==> config.mk <==
export PLATFORM = sky130hd
export DESIGN_NAME = one_hot_rr_arbiter
export DESIGN_NICKNAME = d
export VERILOG_FILES = /design/src/rtl/one_hot_rr_arbiter.sv
export SDC_FILE = /design/constraint.sdc
export NUM_CORES = 1
export LEC_CHECK = 0
export ABC_AREA = 1
export CAP_MARGIN = 20
export CORE_MARGIN = 4
export CORE_UTILIZATION = 45
export CTS_CLUSTER_DIAMETER = 200
export DETAILED_ROUTE_END_ITERATION = 6
export PLACE_DENSITY_LB_ADDON = 0.3
export RECOVER_POWER = 100
export REMOVE_ABC_BUFFERS = 1
export SLEW_MARGIN = 10
export SYNTH_ARGS = -nofsm -noshare
export SYNTH_HDL_FRONTEND = slang
export SYNTH_SLANG_ARGS = --single-unit
==> constraint.sdc <==
create_clock -name clk -period 5.1 [get_ports clk]
set_input_delay 0.765 -clock clk [delete_from_list [all_inputs] [get_ports clk]]
set_output_delay 0.765 -clock clk [all_outputs]
set_load 0.03 [all_outputs]
==> src/rtl/one_hot_rr_arbiter.sv <==
// one_hot_rr_arbiter: registered round-robin arbiter issuing a one-hot grant plus binary index
// under a valid/ready handshake, with a one-cycle holdoff after each accept.
module one_hot_rr_arbiter #(
    parameter int DATA_DEPTH  = 8,
    parameter int INDEX_WIDTH = 3
) (
    input  logic                   clk,
    input  logic                   rst,
    input  logic [DATA_DEPTH-1:0]  req,
    input  logic                   grant_ready,
    output logic [DATA_DEPTH-1:0]  grant,
    output logic                   grant_valid,
    output logic [INDEX_WIDTH-1:0] grant_index
);
    typedef enum logic [1:0] {IDLE, GRANT, HOLDOFF} state_t;

    state_t                 state;
    logic [INDEX_WIDTH-1:0] ptr;
    logic [INDEX_WIDTH-1:0] sel;
    logic                   found;

    // Search starts at ptr and wraps explicitly so non-power-of-two depths never see stale bits
    always_comb begin
        sel = '0;
        found = 1'b0;
        for (int i = 0; i < DATA_DEPTH; i++) begin
            int c;
            c = int'(ptr) + i;
            c = (c >= DATA_DEPTH) ? c - DATA_DEPTH : c;
            if (!found && req[c]) begin
                found = 1'b1;
                sel = INDEX_WIDTH'(c);
            end
        end
    end

    always_ff @(posedge clk or posedge rst) begin
        if (rst) begin
            state       <= IDLE;
            ptr         <= '0;
            grant       <= '0;
            grant_valid <= 1'b0;
            grant_index <= '0;
        end else begin
            case (state)
                IDLE: begin
                    if (found) begin
                        grant       <= DATA_DEPTH'(1) << sel;
                        grant_index <= sel;
                        grant_valid <= 1'b1;
                        state       <= GRANT;
                    end
                end
                GRANT: begin
                    if (grant_ready) begin
                        ptr         <= (grant_index == INDEX_WIDTH'(DATA_DEPTH - 1)) ? '0 : grant_index + INDEX_WIDTH'(1);
                        grant       <= '0;
                        grant_index <= '0;
                        grant_valid <= 1'b0;
                        state       <= HOLDOFF;
                    end
                end
                HOLDOFF: state <= IDLE;
                default: state <= IDLE;
            endcase
        end
    end
endmodule

* Yosys cells after proc, flatten, opt, wreduce, memory -nomap -nowiden
Index checks and enable logic that the tools add are counted.
** Cells by class
- Shift-type cells :: 1
- Reduce and logical (&&, ||, !) cells :: 19
- Add/subtract/negate cells :: 16
- Muxes and demuxes :: 61
- Order comparisons :: 16
- Equal/unequal tests :: 4
** Operators with widths (count)
- less-than comparator 32 x 5 -> 1 bit, second input constant :: 8
- 2-to-1 mux 32 bit :: 8
- subtractor 4 x 4 -> 5 bit, second input constant :: 7
- 2-to-1 mux 3 bit :: 11
- >= comparator 4 bit, second input constant :: 7
- 2-to-1 mux 1 bit :: 26
- binary-select mux 1 bit (select 3 bit) :: 8
- adder 3 x 3 -> 4 bit, second input constant :: 4
- 2-to-1 mux 8 bit :: 2
- case mux 8 bit (2 select lines) :: 1
- adder 3 x 2 -> 4 bit, second input constant :: 2
- left shift 1 x 3 -> 8 bit, first input constant :: 1
- logical AND 1 bit :: 7
- zero test 1 bit :: 7
- case mux 3 bit (2 select lines) :: 1
- subtractor 3 x 4 -> 5 bit, second input constant :: 1
- adder 3 x 1 -> 4 bit, second input constant :: 1
- >= comparator 3 x 4 -> 1 bit, second input constant :: 1
- 2-to-1 mux 2 bit :: 2
- inequality test 2 bit, second input constant :: 2
- case mux 2 bit (2 select lines) :: 1
- AND reduction 2 bit :: 2
- adder 3 x 1 -> 3 bit, second input constant :: 1
- == test 3 bit, second input constant :: 1
- other kinds (5) :: 5
** Storage, ports and cells
- Flip-flop bits (word level) :: 17
- Logic and storage cells :: 122

* Longest topological paths before layout
Gate-level depths: netlist (run 1).
- Depth after elaboration :: 30
- Mapped depth :: 18

* Worst setup path before layout (run 1)
OpenSTA, ideal clock, no wires.
- Path type :: register to register
- Start point :: register ptr[0]
- End point :: register grant[0]
- Setup slack :: 2.813 ns
- Data required time :: 4.976 ns
- Cell stages (with the launch flop) :: 18
- Buffers on the path :: 1
- Setup time :: 0.124 ns
- Arrival time :: 2.164 ns
- Path through :: dfrtp_1 inv_2 buf_6 ha_1 inv_2 nand3_2 nand3_2 nand2_4 nor2_8 nand4_4 nor2_8 nand3_2 nand2_1 inv_2 nand2_4 nand2_2 nand2_4 o21bai_2
** Between the ends
- Cells in the longest elaborated chain, start to end :: 30
- Elaborated cells on any way between the ends :: 90
- Those cells by class :: 15 x add/sub; 8 x order compare; 1 x eq/ne; 1 x shift; 50 x mux; 15 x reduce/logical
** RTL lines
- start: declaration :: RTL line 18 : logic [INDEX_WIDTH-1:0] ptr;
- start signal: assignment :: RTL line 56 : ptr <= (grant_index == INDEX_WIDTH'(DATA_DEPTH - 1)) ? '0 : grant_index + INDEX_WIDTH'(1);
- branches (longest 30 deep; another with subtractor 4 x 4 -> 5 bit)
- end signal: assignment :: RTL line 48 : grant <= DATA_DEPTH'(1) << sel;
- end: declaration :: RTL line 11 : output logic [DATA_DEPTH-1:0] grant,
Parallel ways; which one is timed is not known. The select of a mux whose other input is x is not followed.
A chain may end at the register's enable or synchronous reset.

* Worst setup path after layout (run 1)
- Start point :: register ptr[0]
- End point :: register grant_index[2]
** Between the ends
- Cells in the longest elaborated chain, start to end :: 29
- Elaborated cells on any way between the ends :: 89
- Those cells by class :: 15 x add/sub; 8 x order compare; 1 x eq/ne; 50 x mux; 15 x reduce/logical
** RTL lines
- branches (longest 29 deep; another with subtractor 4 x 4 -> 5 bit)
- end signal: assignment :: RTL line 49 : grant_index <= sel;
- end: declaration :: RTL line 13 : output logic [INDEX_WIDTH-1:0] grant_index
Parallel ways; which one is timed is not known. The select of a mux whose other input is x is not followed.

==> qor.yml, run 1 <==
yosys:
  synth_warnings: 0
  avgSynthCellArea_sq_um: 7.80
  synthCells: 226
  netlist_area_sq_um: 1760
  yosysSeqAreaShare: 0.241
  ys_types: 33
  synth.ff_latch_count: 17
die:
  die-area_sq_um: 4980
  start_util: 0.474
  die_h_microns: 70.6
  core_area_sq_um: 3720
  boundaryPins: 23
  num_rows: 22
  die_w_microns: 70.6
cts:
  cts_setup_buffers: 0
  path_clk_slew_ns: 0.06
  cts_tree: "built"
  cts_num_sinks: 17
  cts_buffers: 3
  clkLatencyLatePin_ns: 0.25
  ctsHoldBuffers: 0
  cts_resized: 0
  clockBufferDepth: 2
  clock-root-buffer: "clkbuf_8"
  htree_levels: 1
hold_path:
  hold_class: "register to register"
  hold_start: "grant_valid"
  whs_endpoint: "grant_valid"
  hold_path_depth: 2
global_route:
  first_global_vias: 1388
  grt_pass1_wl_mm: 6.57
  grt_antenna_before_repair: 0
  overflow: 0
  track_usage: 0.160
  grt_max_degree: 18
sta:
  slew-limit-headroom: 0.542
  report.final.slew_viol_count: 0
  tns_ns: 0
  whs_ns: 0.486
  finalCriticalPeriod_ns: 3.71
  setup_viol: 0
  hold_viol_final: 0
  max_clock_freq_ghz: 0.270
  tightest_slew_ns: 0.685
  fin_skew_ns: 0.00193
  rsz0062_at_grt: "no"
  finalCritPeriodShare: 0.727
worst_setup_path:
  required_ns: 5.24
  critPathLaunchType: "register"
  cp_common_cell: "nand2_1"
  critical_path_class: "register to register"
  endpoint_kind: "register"
  critPathMaxFanout: 15
  path_buf_inv: 3
  cpPeakStageDelay_ns: 0.57
  r2r-end: "grant_index[2]"
  crit_chain: "inv_1, ha_1, inv_1, nand3_1, nand3_1, nand2_1, nor2_8, nand4_4, nor2_1, nand3_2, nand2_1, inv_2, nand3_4, nand2_1"
  ff2ff_path_depth: 14
  r2r_start: "ptr[0]"
  crit_slowest_cell: "dfrtp_1"
  r2r_slack_ns: 1.39
  worstPathArrival_ns: 3.85
  crit_family: "simple AND/OR/NAND/NOR gates"
final_layout:
  nFillCells: 364
  drive_above_1_share: 0.234
  antenna_cells: 0
  final_common_cell: "nand2_1"
  final_cell_mix: "nand2_1 (56), nand3_1 (32), inv_1 (22), nor2_1 (20), dfrtp_1 (17)"
  syn_to_final_growth_pct: 13.0
  nets: 264
run_status:
  status: "finished clean"
detailed_routing:
  wl_per_cell_microns: 12.9
  wirelength_mm: 3.81
  detail-route-antenna-nets: 0
  route.detailed.drc: 0
  firstDrtPassIters: 4
  routed_via_density: 5.13
  num_vias: 1518
  drt-initial-drc-count: 123
flow_run:
  maxCapViolations: 0
placed_design:
  place_hpwl_mm: 3.15
  gp_congestion: 0.936
  io_buffers: 22
flip-flops by register name, summed over array words and instances (netlist names):
name	flops
ptr	3
grant	8
grant_valid	1
grant_index	3
state	2
tightest hold or removal path, cell delays in order (launching register included):
cell and delay (ns):
dfrtp_1 0.34, nand2_1 0.05, nand2_1 0.06
metrics by stage:
step	area [sq um]	std cells	utilization	worst slack, ns
after CTS	2040	296	0.550	2.32
final	1990	296	0.536	1.39
after global placement	2000	292	0.538	2.32
after global routing	1990	296	0.536	1.04
after floorplan	1720	222	-	2.69
after detailed placement	2000	292	0.538	2.25
cells by family (layout without fill, tap and decap cells):
| family | after synthesis | count (layout) | share of synthesized area |
|---|---|---|---|
| AND/OR/NAND/NOR | 150 | 150 | 0.495 |
| buffers and inverters | 32 | 54 | 0.0894 |
| flip-flops | 17 | 17 | 0.241 |
| AO/OA/AOI/OAI | 18 | 18 | 0.0951 |
| XOR/XNOR | 5 | 5 | 0.0504 |
| adder cells (fa/ha/maj) | 4 | 4 | 0.0284 |
cell usage after synthesis:
| cell type | number | area [sq um] |
|---|---|---|
| xnor2_1 | 1 | 8.76 |
| nor2_2 | 3 | 18.8 |
| a31oi_4 | 1 | 21.3 |
| nor2_8 | 2 | 40.0 |
| nand3_1 | 28 | 140 |
| and2_1 | 1 | 6.26 |
| nand2_4 | 9 | 101 |
| clkinv_4 | 1 | 8.76 |
| ha_1 | 4 | 50.1 |
| o22ai_1 | 1 | 6.26 |
| xnor2_2 | 1 | 16.3 |
| dfrtp_1 | 17 | 425 |
| nand4_1 | 5 | 31.3 |
| inv_2 | 6 | 22.5 |
| nand3_2 | 13 | 130 |
| xor2_1 | 1 | 8.76 |
| nand2_2 | 12 | 75.1 |
| o21ai_1 | 1 | 5.00 |
| o31ai_1 | 1 | 7.51 |
| nor2_1 | 19 | 71.3 |
| nand3_4 | 1 | 17.5 |
| o21bai_2 | 4 | 45.0 |
| nand4_2 | 1 | 12.5 |
| inv_1 | 20 | 75.1 |
| inv_4 | 1 | 6.26 |
| nand2_1 | 54 | 203 |
| nand4_4 | 1 | 21.3 |
| buf_6 | 4 | 45.0 |
| o21bai_4 | 1 | 18.8 |
| o21ai_2 | 5 | 43.8 |
| o21ai_0 | 4 | 20.0 |
| xor2_4 | 2 | 55.1 |
| nor3_1 | 1 | 5.00 |
worst max path at each step:
stage                 from              to  slack [ns]  cells past startpoint
floorplan           ptr[0]        grant[0]        2.69                     16
global placement    req[3]        grant[0]        2.32                     15
detailed placement  req[3]        grant[4]        2.25                     14
CTS                 ptr[1]        grant[0]        2.32                     14
global route        ptr[0]        grant[2]        1.04                     14
finish              ptr[0]  grant_index[2]        1.39                     14
area by class of cell:
cell class                      count  area, sq um  area share
Clock buffer                        4         45.0      0.0226
Tap cell                           48         60.1      0.0302
Sequential cell                    17          425       0.214
Timing Repair Buffer               22          220       0.111
Multi-Input combinational cell    177         1130       0.567
Inverter                           28          113      0.0565
layer usage:
layer,vias to the layer above,share of wire,track usage
li1,781,-,-
met1,692,0.49,0.226
met2,43,0.45,0.254
met3,2,0.053,0.0369
met4,0,0.0050,0.0292
met5,-,0,0
Power of run 1 is left out: the tool's default activity adds up to more than one toggle a clock period on the data nets, which glitch-free logic cannot reach.
==> run 2, diff against run 1 <==
==> constraint.sdc (replaced) <==
create_clock -name clk -period 3.7 [get_ports clk]
set_input_delay 0.555 -clock clk [delete_from_list [all_inputs] [get_ports clk]]
set_output_delay 0.555 -clock clk [all_outputs]
set_load 0.03 [all_outputs]
==> run 2 against run 1 <==
  * Sequential share of layout area shrank 0.49 points
  * Wire length grew 0.18%
  * Global-route usage shrank 0.12 points
  * First-iteration DRC count shrank 20%
  * Utilization grew 1.2 points
  * Clock skew is essentially flat
  * Final area grew 2.3%
  * Flip-flop and latch count is the same
  * Count of clock-buffer cells in the layout is the same
  * Critical path depth grew 2
  * Via count grew 1.6%
==> qor.yml, run 2 (synthesis gave the netlist of run 1 again) <==
final_layout:
  final_common_cell: "nand2_1"
  nFillCells: 366
  largestRegisters: "grant: 8 flops, grant_index: 3 flops, ptr: 3 flops"
  largest_register_ffs: 8
  seq_area_sq_um: 425
  final_cell_mix: "nand2_1 (54), nand3_1 (29), inv_1 (22), nor2_1 (19), dfrtp_1 (17)"
  multi_input_area_sq_um: 1170
  drive_above_1_share: 0.258
  largest_register: "grant"
  final_util: 0.548
  nets: 264
  syn_to_final_growth_pct: 15.6
  antenna_cells: 0
  design_area_sq_um: 2040
sta:
  tns_ns: 0
  max_clock_freq_ghz: 0.315
  slew-limit-headroom: 0.563
  finalCritPeriodShare: 0.857
  whs_ns: 0.473
  tightest_slew_ns: 0.655
  setup_viol: 0
  fin_skew_ns: 0.00210
  report.final.slew_viol_count: 0
  rsz0062_at_grt: "no"
  hold_viol_final: 0
  finalCriticalPeriod_ns: 3.17
cts:
  clockBufferDepth: 2
  htree_levels: 1
  clock-root-buffer: "clkbuf_8"
  cts_num_sinks: 17
  cts_resized: 0
  path_clk_slew_ns: 0.06
  ctsHoldBuffers: 0
  cts_tree: "built"
  cts_setup_buffers: 0
  cts_buffers: 3
  clkLatencyLatePin_ns: 0.25
die:
  die-area_sq_um: 4980
  boundaryPins: 23
  core_area_sq_um: 3720
  start_util: 0.474
  die_h_microns: 70.6
  die_w_microns: 70.6
  num_rows: 22
detailed_routing:
  routed_via_density: 5.21
  wl_per_cell_microns: 12.9
  wl_met1_mm: 1.89
  wirelength_mm: 3.82
  drt-initial-drc-count: 99
  top_layer: "met4"
  firstDrtPassIters: 4
  num_vias: 1542
  route.detailed.drc: 0
  detail-route-antenna-nets: 0
  wl_met3_microns: 206
  dr_wl_met2_mm: 1.68
placed_design:
  dpl-instance-area_sq_um: 2000
  gp_congestion: 0.909
  io_buffers: 22
  place_hpwl_mm: 3.17
worst_setup_path:
  crit_family: "simple AND/OR/NAND/NOR gates"
  critical_path_class: "register to register"
  worstPathArrival_ns: 3.31
  critPathLaunchType: "register"
  cp_common_cell: "nand2_4"
  r2r_slack_ns: 0.53
  r2r-end: "grant[0]"
  critPathMaxFanout: 15
  crit_slowest_cell: "dfrtp_1"
  r2r_start: "ptr[0]"
  required_ns: 3.84
  ff2ff_path_depth: 16
  cpPeakStageDelay_ns: 0.60
  path_buf_inv: 3
  crit_chain: "inv_1, ha_1, inv_1, nand3_1, nand3_2, nand2_4, nor2_8, nand4_4, nor2_8, nand2_1, nand2_1, inv_2, nand2_4, nand2_2, nand2_4, o21bai_2"
  endpoint_kind: "register"
global_route:
  track_usage: 0.159
  grt_antenna_before_repair: 0
  first_global_vias: 1460
  grt_max_degree: 18
  overflow: 0
  grt_pass1_wl_mm: 6.58
flow_run:
  maxCapViolations: 0
hold_path:
  whs_endpoint: "grant[7]"
  hold_start: "grant[7]"
  hold_path_depth: 2
  hold_class: "register to register"
run_status:
  status: "finished clean"
run 2: cell counts in the layout (fill, tap and decap cells not counted):
No cell type changed its count.
run 2: worst max-delay path by stage:
stage	startpoint	to	slack (ns)	depth (start not counted)
floorplan	ptr[0]	grant[0]	1.29	16
global placement	ptr[0]	grant[1]	0.89	16
global route	ptr[0]	grant[1]	0.31	16
CTS	ptr[0]	grant[0]	0.84	16
finish	ptr[0]	grant[0]	0.53	16
detailed placement	ptr[0]	grant[0]	0.85	16
run 2: layout make-up:
class,instances,share of cell area
inverters,28,0.0552
flip-flops and latches,17,0.209
multi-input cells,177,0.576
well taps,48,0.0295
clock buffers,4,0.0221
repair buffers,22,0.108
run 2: metrics by stage:
| step | instances | setup slack (ns) |
|---|---|---|
| after global placement | 292 | 0.892 |
| after detailed placement | 292 | 0.854 |
| after global routing | 296 | 0.309 |
| after CTS | 296 | 0.842 |
| after floorplan | 222 | 1.29 |
| final | 296 | 0.528 |
run 2: per-layer routing:
layer / track usage / vias to the layer above
li1: - / 778
met2: 0.247 / 37
met3: 0.0327 / 6
met4: 0.0251 / 0
met1: 0.232 / 721
met5: 0 / -
run 2: tightest hold or removal path: stages, from the launching register on:
cell and delay [ns]:
dfrtp_1 0.34, nand2_1 0.06, o21ai_2 0.04
Power of run 2 is left out for the same reason.
